--- src/rtl/prescaled_updown_counter_pkg.sv ---
// Shared constants and helpers for the prescaled up/down counter.
package prescaled_updown_counter_pkg;

  // Counter overflow behaviour selected by the WRAP parameter.
  localparam int MODE_WRAP     = 1;
  localparam int MODE_SATURATE = 0;

  // All-ones limit for a counter of the given width (valid for 1..64 bits).
  function automatic logic [63:0] width_max(input int unsigned width);
    logic [63:0] one_v;
    one_v = 64'd1;
    if (width >= 32'd64) begin
      width_max = {64{1'b1}};
    end else begin
      width_max = (one_v << width) - 64'd1;
    end
  endfunction

endpackage

--- src/rtl/prescaled_updown_counter_clock_prescaler.sv ---
// Clock-enable divider: strobes tick once every PRESCALE enabled cycles.
module clock_prescaler
  import prescaled_updown_counter_pkg::*;
#(
  parameter int PRESCALE = 4
) (
  input  logic clock,
  input  logic reset_,
  input  logic enable,
  input  logic clear,
  output logic tick
);

  // A single-state prescaler still needs a one-bit register to stay legal.
  localparam int CW = (PRESCALE > 1) ? $clog2(PRESCALE) : 1;
  localparam logic [CW-1:0] LAST = CW'(PRESCALE - 1);

  logic [CW-1:0] count_q;
  logic [CW-1:0] count_d;

  // Next phase: clear wins over enable so a load restarts the prescale period.
  always_comb begin
    count_d = count_q;
    if (clear) begin
      count_d = {CW{1'b0}};
    end else if (enable) begin
      if (count_q == LAST) begin
        count_d = {CW{1'b0}};
      end else begin
        count_d = count_q + {{(CW-1){1'b0}}, 1'b1};
      end
    end else begin
      count_d = count_q;
    end
  end

  // Phase register with synchronous reset discarding any partial period.
  always_ff @(posedge clock) begin
    if (reset_) begin
      count_q <= {CW{1'b0}};
    end else begin
      count_q <= count_d;
    end
  end

  // Strobe on the last phase of the period while enabled.
  always_comb begin
    tick = enable && (count_q == LAST);
  end

endmodule

--- src/rtl/prescaled_updown_counter.sv ---
// Up/down counter advanced by a prescaled enable, with wrap or saturate mode.
module prescaled_updown_counter
  import prescaled_updown_counter_pkg::*;
#(
  parameter int WIDTH    = 16,
  parameter int PRESCALE = 4,
  parameter int WRAP     = 1
) (
  input  logic             clock,
  input  logic             reset_,
  input  logic             enable,
  input  logic             up,
  input  logic             load,
  input  logic [WIDTH-1:0] load_value,
  output logic [WIDTH-1:0] counter,
  output logic             tick,
  output logic             terminal,
  output logic             saturated
);

  localparam logic [WIDTH-1:0] MAX  = WIDTH'(width_max(WIDTH));
  localparam logic [WIDTH-1:0] ZERO = {WIDTH{1'b0}};
  localparam logic [WIDTH-1:0] ONE  = {{(WIDTH-1){1'b0}}, 1'b1};
  localparam bit               SAT_MODE = (WRAP == MODE_SATURATE);

  logic [WIDTH-1:0] counter_q;
  logic [WIDTH-1:0] counter_d;
  logic             saturated_q;
  logic             saturated_d;
  logic             tick_s;
  logic             at_limit_s;

  // Load restarts the prescale phase so the next tick is a full period away.
  clock_prescaler #(
    .PRESCALE (PRESCALE)
  ) u_prescaler (
    .clock  (clock),
    .reset_ (reset_),
    .enable (enable),
    .clear  (load),
    .tick   (tick_s)
  );

  // Boundary detection in the current direction; load masks the pulse.
  always_comb begin
    if (up) begin
      at_limit_s = (counter_q == MAX);
    end else begin
      at_limit_s = (counter_q == ZERO);
    end
    terminal = tick_s && !load && at_limit_s;
    tick     = tick_s;
  end

  // Next count and saturation flag: load beats tick, saturate mode holds at limits.
  always_comb begin
    counter_d   = counter_q;
    saturated_d = saturated_q;
    if (load) begin
      counter_d   = load_value;
      saturated_d = 1'b0;
    end else if (tick_s) begin
      if (SAT_MODE && at_limit_s) begin
        counter_d   = counter_q;
        saturated_d = 1'b1;
      end else begin
        if (up) begin
          counter_d = counter_q + ONE;
        end else begin
          counter_d = counter_q - ONE;
        end
        saturated_d = 1'b0;
      end
    end else begin
      counter_d   = counter_q;
      saturated_d = saturated_q;
    end
    if (!SAT_MODE) begin
      saturated_d = 1'b0;
    end else begin
      saturated_d = saturated_d;
    end
  end

  // Count and flag registers; synchronous reset overrides everything.
  always_ff @(posedge clock) begin
    if (reset_) begin
      counter_q   <= ZERO;
      saturated_q <= 1'b0;
    end else begin
      counter_q   <= counter_d;
      saturated_q <= saturated_d;
    end
  end

  // Registered outputs.
  always_comb begin
    counter   = counter_q;
    saturated = saturated_q;
  end

endmodule

--- config.mk ---
export PLATFORM = sky130hd
export DESIGN_NAME = prescaled_updown_counter
export DESIGN_NICKNAME = d
export VERILOG_FILES = /design/src/rtl/prescaled_updown_counter_pkg.sv /design/src/rtl/prescaled_updown_counter_clock_prescaler.sv /design/src/rtl/prescaled_updown_counter.sv
export SDC_FILE = /design/constraint.sdc
export NUM_CORES = 1
export LEC_CHECK = 0
export CAP_MARGIN = 20
export CORE_ASPECT_RATIO = 0.7
export CORE_MARGIN = 8
export CORE_UTILIZATION = 36
export CTS_CLUSTER_SIZE = 16
export DETAILED_ROUTE_END_ITERATION = 8
export GPL_TIMING_DRIVEN = 0
export MAX_ROUTING_LAYER = met4
export PLACE_DENSITY = 0.65
export SLEW_MARGIN = 0
export SYNTH_ARGS = -nofsm -noshare
export SYNTH_HDL_FRONTEND = slang
export SYNTH_SLANG_ARGS = --single-unit
export TNS_END_PERCENT = 1
--- constraint.sdc ---
create_clock -name clock -period 3.2 [get_ports clock]
set_clock_uncertainty 0.2 [all_clocks]
set_input_delay 0.64 -clock clock [delete_from_list [all_inputs] [get_ports clock]]
set_output_delay 0.64 -clock clock [all_outputs]
set_load 0.01 [all_outputs]
# Word-level counts from Yosys, hierarchy flattened
# Index checks and enable logic that the tools add are counted.
word_totals:
  register_bits: 18
  inputBits: 21
  output_inout_bits: 19
classes:
  addsub: 3
  eq_ne: 2
  n_mux: 5
  reduce_logical: 7
op_table:
  columns: ["operator", "n"]
  rows:
  - ["16-bit 2-to-1 mux", 3]
  - ["16-bit by 1-bit adder with 16-bit output (second input constant)", 1]
  - ["16-bit == test (second input constant)", 1]
  - ["16-bit logical NOT", 1]
  - ["16-bit by 1-bit subtractor with 16-bit output (second input constant)", 1]
  - ["1-bit logical AND", 3]
  - ["2-bit by 1-bit adder with 2-bit output (second input constant)", 1]
  - ["2-bit == test (second input constant)", 1]
  - ["2-bit 2-to-1 mux", 1]
  - ["2-bit nonzero test", 1]
  - ["2-bit OR reduction", 1]
  - ["1-bit logical NOT", 1]
  - ["1-bit 2-to-1 mux", 1]

# Logic depth before layout (Yosys ltp)
# Gate-level depths: netlist of run 1.
depth:
  word_depth: 4
  ltp_mapped: 8
  mapped_depth_nobuf: 8

# Hierarchy
# From an unflattened synthesis of run 1, not the netlist that was laid out.
hier_totals:
  hier_cells: 224
  area_unflattened_um2: 1685.4
by_module_without_submodules:
  columns: ["mod", "n_inst", "cells_per_inst", "area_each_um2", "seq_area_each_um2"]
  rows:
  - ["prescaled_updown_counter", 1, 215, 1584.0, 320.3]
  - ["clock_prescaler", 1, 9, 101.3, 40.0]

# Worst setup path before layout of run 1
# Ideal clock, no wire load.
synth_timing:
  kind: "in2reg"
  from: "input port up"
  to: "register counter_q[14] (netlist: counter[14])"
  setup_time_ns: 0.131
  t_arrival_ns: 2.302
  t_required_ns: 2.869
  setup_slack_ns: 0.568
  path_stages: 8
  path_cell_list: "inv_1 > ha_1 > a21oi_1 > a2bb2oi_1 > nand3_1 > a221oi_2 > xnor2_1 > o22ai_1"
synth_via:
  elab_chain_cells: 3
synth_lines:
  columns: ["item", "line", "rtl"]
  rows:
  - ["start: declaration", "prescaled_updown_counter.sv:12", "input logic up,"]
  - ["16-bit 2-to-1 mux", "prescaled_updown_counter.sv:67", "if (up) begin"]
  - ["16-bit 2-to-1 mux", "prescaled_updown_counter.sv:62", "end else if (tick_s) begin"]
  - ["16-bit 2-to-1 mux", "prescaled_updown_counter.sv:59", "if (load) begin"]
  - ["end signal: assignment", "prescaled_updown_counter.sv:91", "counter_q <= counter_d;"]
  - ["end: declaration", "prescaled_updown_counter.sv:26", "logic [WIDTH-1:0] counter_q;"]
# No other way between the ends. The select of a mux whose other input is x is not followed.
# A chain may end at the register's enable or synchronous reset.

# Worst setup path after layout of run 1
layout_timing:
  from: "input port enable"
  to: "output port tick"
layout_via:
  elab_chain_cells: 1
layout_lines:
  columns: ["item", "line", "rtl"]
  rows:
  - ["start: declaration", "prescaled_updown_counter.sv:11", "input logic enable,"]
  - ["1-bit logical AND", "prescaled_updown_counter_clock_prescaler.sv:48", "tick = enable && (count_q == LAST);"]
  - ["end: declaration", "prescaled_updown_counter.sv:16", "output logic tick,"]
# No other way between the ends.

==> summary.md, run 1 <==
| Metric | Value |
|---|---|
| Run status | `completed` |
| Maximum VDD drop | `0.138 mV` |
| Grt total ovfl | `0` |
| Drt pass-1 iters | `4` |
| Largest net degree at the start of global routing | `15` |
| Most frequent cells in the layout | `clkdlybuf4s50_1 (34), a21oi_1 (26), dfxtp_1 (18)` |
| Flops & latches, synth | `18` |
| Average cell area after synthesis | `7.66 sq um` |
| Tcrit/Tclk final | `0.972` |
| Most common cell after layout, fill and taps aside | `clkdlybuf4s50_1` |
| WP data arrival | `2270 ps` |
| Residual DRC count | `0` |
| Synth area leader | `dfxtp_1` |
| Area Growth Syn to Fin | `32.3%` |
| CTS tree | `done` |
| CTS Buffer Depth | `2` |
| Final WL | `4900 um` |
| Final setup margin | `88.4 ps` |
| Pin slew with the least headroom to its limit | `617 ps` |
| Fillcell total | `437` |
| Final setup violation count | `0` |
| Dpl cells | `300` |
| Routability cong. | `0.877` |
| Routed via count | `1,664` |
| Period minus WS final | `3110 ps` |
| Die Ht | `71.8 um` |
| DR vias/cell | `5.44` |
| Post-Synthesis Cells | `209` |
| Clock transition at path regs | `70 ps` |
| Crit. End Element | `output pin` |
| Overall Global Routing Usage | `0.147` |
| Hold Buf Count CTS | `0` |
| P_int | `0.462 mW` |
| PwrDens | `325 nW/um^2` |
| Util after Layout | `0.492` |
| ANT cells | `0` |
| Global route hottest layer | `met1` |
| Root Driver | `clkbuf_8` |
| 1st-iter DRT viols | `119` |
| Post-synth EDFFs | `0` |
| Yosys top cell area share | `0.225` |
| Met2 Resource Use GR | `0.204` |
| WP data required | `2360 ps` |
| RSZ-0062 raised after global routing | `no` |
| Core area | `4300 sq um` |
| Fmax | `321 MHz` |
| Register area share after synthesis | `0.225` |
| Met1 Track Usage GR | `0.211` |
| Max Cap Viol | `0` |
| Clock share of power | `0.292` |
| H-tree Lvls | `1` |
| Non-Filler Instances | `306` |
| Hold Vio Cnt, Final | `0` |
| Synth unique cells | `51` |
| # rows | `20` |
| Largest cells by area after synthesis | `dfxtp_1 (23%), ha_1 (12%), a21oi_1 (8.1%)` |
| Starting density of the core | `0.372` |
| Antenna violations before repair | `0` |
| Static leakage | `0.871 nW` |
| Multi-input gate area | `1140 sq um` |
| Hpwl dp | `3780 um` |
| Seq pwr share | `0.371` |
| Sequential Area | `360 sq um` |
| TritonCTS Buffers | `3` |
| Psw | `0.228 mW` |
| Layout Nets | `289` |
| Clk sinks | `18` |
| Vias in the first global route | `1,494` |
| Worst-skew pair later-pin latency | `270 ps` |
| Hold Path Class | `flip-flop to flip-flop` |
| Remaining antenna violation count | `0` |
| Cell Area, Synth | `1600 sq um` |
| Buffers on Ports | `36` |
| Yosys Warn Count | `0` |
| Syn Nets | `246` |
| Max FO, Critical Path | `10` |
| First-pass GRT wire length | `7780 um` |
| Number of max-slew violations in the final report | `0` |
| Met3 usage | `0.0344` |
| DP Worst Slack | `-434 ps` |
| Share of layout cells above drive strength 1 | `0.0956` |
| I/O pin count | `40` |
| Die Wd | `95.7 um` |
| Startpoint Class | `input port` |
| Ys flop type | `dfxtp_1` |
| Switch share | `0.330` |
| WL/cell | `16.0 um` |
| Die area | `6870 sq um` |
| Ys async rst share | `0` |
| Power share of the combinational group | `0.337` |
| Relative slew margins | `0.589` |
| Hold_ws | `340 ps` |
| Critical path type | `input port to output pin` |
==> power by group through the flow <==
stage | clock (mW) | sequential [mW] | combinational, mW
floorplan | 0 | 0.261 | 0.145
global placement | 0 | 0.261 | 0.227
detailed placement | 0 | 0.260 | 0.228
CTS | 0.206 | 0.255 | 0.228
global route | 0.214 | 0.258 | 0.256
finish | 0.201 | 0.256 | 0.232
==> critical path, stage by stage <==
cell	delay [ps]
clkdlybuf4s50_1	550
nand2_2	140
inv_1	160
buf_4	220
clkdlybuf4s50_1	560
==> sequential cells by signal (all words and copies together) (netlist names) <==
register and flops:
counter 16, u_prescaler.count_q 2
==> cell type report <==
| type | instances | area share |
|---|---|---|
| Inverter | 14 | 0.0266 |
| Buffer | 10 | 0.0289 |
| Tap cell | 55 | 0.0325 |
| Clock buffer | 4 | 0.0260 |
| Multi-Input combinational cell | 167 | 0.540 |
| Sequential cell | 18 | 0.170 |
| Timing Repair Buffer | 38 | 0.176 |
==> Yosys cell counts (all sizes together), types with 3 or more instances <==
| library cell | number |
|---|---|
| nor4 | 4 |
| nand2 | 17 |
| nand3 | 7 |
| nor2 | 13 |
| a21o | 3 |
| inv | 14 |
| nand4 | 5 |
| a21oi | 26 |
| clkbuf | 7 |
| o21bai | 3 |
| o21ai | 7 |
| nor3 | 8 |
| or3 | 3 |
| xnor2 | 9 |
| a221oi | 4 |
| nand2b | 3 |
| o22ai | 6 |
| dfxtp | 18 |
| and3 | 8 |
| ha | 15 |
| buf | 3 |
==> cell families after synthesis <==
kind of cell,synth area share
flops,0.225
other cells,0.00234
fa+ha+maj,0.130
simple gates,0.224
xor+xnor,0.0602
compound gates,0.273
buf+inv,0.0664
mux,0.0195
==> path summary, 6_finish.rpt <==
| kind | start | endpoint | slack [ps] | cells after the start |
|---|---|---|---|---|
| setup / recovery | enable | tick | 90 | 5 |
| hold / removal | u_prescaler.count_q[1] | u_prescaler.count_q[1] | 340 | 2 |
| hold reg to reg | u_prescaler.count_q[1] | u_prescaler.count_q[1] | 340 | 2 |
| setup reg to reg | counter[0] | counter[12] | 650 | 8 |
==> timing repair <==
| item | in CTS | in global routing |
|---|---|---|
| setup buffers | 0 | 2 |
| resized for setup | 6 | 6 |
| endpoints found under the setup margin | 7 | 6 |
==> metal layers <==
| metal | vias up | share of wire |
|---|---|---|
| met3 | 2 | 0.066 |
| met2 | 47 | 0.42 |
| met1 | 754 | 0.51 |
| li1 | 861 | - |
| met4 | 0 | 0.0022 |
| met5 | - | 0 |
==> through the flow <==
stage	instance area, sq um	power, mW	TNS, ps
floorplan	1600	0.406	0
global placement	2030	0.487	-3510
detailed placement	2030	0.488	-3430
CTS	2090	0.690	0
global route	2120	0.728	0
finish	2120	0.689	0
Note: power is estimated with default switching activity, not from simulation.
==> run 2: changes to the inputs <==
--- a/config.mk
+++ b/config.mk
@@ -9,7 +9,7 @@
 export CORE_ASPECT_RATIO = 0.7
 export CORE_MARGIN = 8
 export CORE_UTILIZATION = 36
-export CTS_CLUSTER_SIZE = 16
+export CTS_CLUSTER_SIZE = 14
 export DETAILED_ROUTE_END_ITERATION = 8
 export GPL_TIMING_DRIVEN = 0
 export MAX_ROUTING_LAYER = met4
==> results of run 2 <==
The final DEF is identical to that of run 1; final timing and power are the same.
==> run 3: changes to the inputs <==
--- a/config.mk
+++ b/config.mk
@@ -13,7 +13,7 @@
 export DETAILED_ROUTE_END_ITERATION = 8
 export GPL_TIMING_DRIVEN = 0
 export MAX_ROUTING_LAYER = met4
-export PLACE_DENSITY = 0.65
+export PLACE_DENSITY = 0.67
 export SLEW_MARGIN = 0
 export SYNTH_ARGS = -nofsm -noshare
 export SYNTH_HDL_FRONTEND = slang
==> constraint.sdc (replaced) <==
create_clock -name clock -period 2.5 [get_ports clock]
set_clock_uncertainty 0.2 [all_clocks]
set_input_delay 0.5 -clock clock [delete_from_list [all_inputs] [get_ports clock]]
set_output_delay 0.5 -clock clock [all_outputs]
set_load 0.01 [all_outputs]
==> run 3 against run 2 <==
  * Register-to-register slack lost 600 ps
  * First-iteration DRC count grew 24%
  * Global-route usage grew 1.7 points
  * Largest cell class unchanged
==> summary.md, run 3 (synthesis gave the netlist of run 1 again) <==
| Metric | Value |
|---|---|
| Run status | `completed (unchanged)` |
| # rows | `20 (unchanged)` |
| Grt total ovfl | `0 (unchanged)` |
| Tcrit/Tclk final | `0.990` |
| Clock transition at path regs | `80 ps (was 70 ps)` |
| WP data arrival | `2430 ps (was 2270 ps)` |
| Met3 usage | `0.0365 (was 0.0344)` |
| Hold Buf Count CTS | `0 (unchanged)` |
| Core area | `4300 sq um (unchanged)` |
| Crit. End Element | `flip-flop (was output pin)` |
| Drt pass-1 iters | `4 (unchanged)` |
| Number of max-slew violations in the final report | `0 (unchanged)` |
| Remaining antenna violation count | `0 (unchanged)` |
| Die Ht | `71.8 um (unchanged)` |
| Relative slew margins | `0.636 (was 0.589)` |
| TritonCTS Buffers | `3 (unchanged)` |
| Area Growth Syn to Fin | `38.1% (was 32.3%)` |
| Sequential Area | `365 sq um (was 360 sq um)` |
| WP data required | `2450 ps (was 2360 ps)` |
| Largest register FFs | `16 (unchanged)` |
| Fmax | `404 MHz` |
| Multi-input gate area | `1220 sq um (was 1140 sq um)` |
| Met1 Track Usage GR | `0.229 (was 0.211)` |
| Hpwl dp | `3910 um (was 3780 um)` |
| WL/cell | `17.8 um (was 16.0 um)` |
| Pin slew with the least headroom to its limit | `547 ps (was 617 ps)` |
| Non-Filler Instances | `306 (unchanged)` |
| Crit path depth | `10 (was 5)` |
| R2r endpoint | `counter[12] (unchanged)` |
| TNS Setup | `0 ps (unchanged)` |
| Buffers on Ports | `36 (unchanged)` |
| Final WL | `5440 um (was 4900 um)` |
| Worst Setup SP | `up (was enable)` |
| Dpl cells | `300 (unchanged)` |
| Global route hottest layer | `met2 (was met1)` |
| RSZ-0062 raised after global routing | `yes (was no)` |
| Max FO, Critical Path | `8 (was 10)` |
| Share of layout cells above drive strength 1 | `0.179 (was 0.0956)` |
| Worst-skew pair later-pin latency | `260 ps (was 270 ps)` |
| Routability cong. | `0.908 (was 0.877)` |
| Final setup violation count | `0 (unchanged)` |
| H-tree Lvls | `1 (unchanged)` |
| Antenna violations before repair | `0 (unchanged)` |
| Worst R2R Setup Slack | `50 ps (was 650 ps)` |
| DP Worst Slack | `-1050 ps (was -434 ps)` |
| 1st-iter DRT viols | `148 (was 119)` |
| Period minus WS final | `2470 ps` |
| Hold path startpoint | `reset_ (was u_prescaler.count_q[1])` |
| Overall Global Routing Usage | `0.164 (was 0.147)` |
| Fillcell total | `445 (was 437)` |
| Die area | `6870 sq um (unchanged)` |
| CP delay by family, top | `compound AO/OA/AOI/OAI gates (was buffers and inverters)` |
| Critical-path cell list | `buf_4 > clkinvlp_4 > buf_4 > ha_1 > nand2_1 > a21oi_1 > nand2b_1 > a21oi_1 > mux2_2 > a2111oi_2 (was clkdlybuf4s50_1 > nand2_2 > inv_1 > buf_4 > clkdlybuf4s50_1)` |
| Static leakage | `0.868 nW (was 0.871 nW)` |
| Root Driver | `clkbuf_8 (unchanged)` |
| Vias in the first global route | `1,739 (was 1,494)` |
| First-pass GRT wire length | `8690 um (was 7780 um)` |
| Final setup margin | `25.9 ps (was 88.4 ps)` |
| CTS Buffer Depth | `2 (unchanged)` |
| Layout Nets | `289 (unchanged)` |
| Most common cell after layout, fill and taps aside | `clkdlybuf4s50_1 (unchanged)` |
| Routed via count | `1,803 (was 1,664)` |
| ANT cells | `0 (unchanged)` |
| Die Wd | `95.7 um (unchanged)` |
| Clk sinks | `18 (unchanged)` |
| DR vias/cell | `5.89 (was 5.44)` |
| Worst r2r src | `counter[1] (was counter[0])` |
| Worst stage delay on the critical path | `380 ps (was 560 ps)` |
| Critical path type | `input port to flip-flop (was input port to output pin)` |
| CTS tree | `done (unchanged)` |
| Crit-path slowest cell | `mux2_2 (was clkdlybuf4s50_1)` |
| Maximum VDD drop | `0.202 mV (was 0.138 mV)` |
| Util after Layout | `0.514 (was 0.492)` |
| Hold Vio Cnt, Final | `0 (unchanged)` |
| Starting density of the core | `0.372 (unchanged)` |
| R2R depth | `8 (unchanged)` |
| I/O pin count | `40 (unchanged)` |
| Startpoint Class | `input port (unchanged)` |
| Max Cap Viol | `0 (unchanged)` |
| Met2 Resource Use GR | `0.238 (was 0.204)` |
| Most frequent cells in the layout | `clkdlybuf4s50_1 (32), a21oi_1 (23), nand2_1 (15) (was clkdlybuf4s50_1 (34), a21oi_1 (26), dfxtp_1 (18))` |
| CP bufs+invs | `3 (was 4)` |
| Residual DRC count | `0 (unchanged)` |
| Hold Path Class | `input port to flip-flop (was flip-flop to flip-flop)` |
| Largest net degree at the start of global routing | `11 (was 15)` |
| PwrDens | `410 nW/um^2 (was 325 nW/um^2)` |
| Setup crit end | `counter[6] (was tick)` |
-- run 3: cell count changes in the layout (fill, tap and decap cells not counted), moves of 3 or more --
cell	before	now
a21oi_1	26	23
a21oi_2	0	3
dfxtp_1	18	14
dfxtp_2	0	4
ha_1	15	9
ha_2	0	5
-- run 3: worst register-to-register path: stages (launching register included) --
cell	delay, ps
dfxtp_1	430
inv_1	80
fa_1	390
nand2b_1	230
a2111o_1	450
nand3_2	130
and4_1	200
o221ai_1	110
a21oi_1	160
-- run 3: stage by stage --
stage	cell area, sq um	hold slack, ps	power [mW]
after global routing	2210	253	0.961
after global placement	2030	313	0.624
final	2210	262	0.906
after floorplan	1600	302	0.519
after detailed placement	2030	318	0.627
after CTS	2160	256	0.887
-- run 3: power by group --
| group | leakage (nW) | switching [mW] | internal [mW] |
|---|---|---|---|
| clock network | 0.0288 | 0.110 | 0.140 |
| logic | 0.690 | 0.166 | 0.159 |
| registers | 0.150 | 0.0265 | 0.304 |
| total | 0.868 | 0.303 | 0.603 |
-- run 3: metal layers --
metal / wire [um] / share of wire
met2: 2440 / 0.45
met4: 13 / 0.0024
met1: 2590 / 0.48
met5: 0 / 0
met3: 390 / 0.072
-- run 3: area by class of cell --
class / instances / area share
multi-input cells: 167 / 0.552
repair buffers: 38 / 0.168
flip-flops and latches: 18 / 0.165
plain buffers: 10 / 0.0334
well taps: 55 / 0.0311
inverters: 14 / 0.0255
clock buffers: 4 / 0.0249
-- run 3: how the worst min path moves through the flow --
stage	slack (ps)	cells after the start	to
floorplan	300	2	u_prescaler.count_q[1]
global route	250	2	counter[8]
finish	260	2	counter[8]
detailed placement	320	2	u_prescaler.count_q[1]
CTS	260	2	counter[4]
global placement	310	2	u_prescaler.count_q[1]
-- run 3: what timing repair did --
item | CTS | global route
setup endpoints to repair | 16 | 10
buffers inserted | 2 | 0
gates resized for setup | 29 | 14
pin swaps | 1 | 4
cloned | 0 | 0
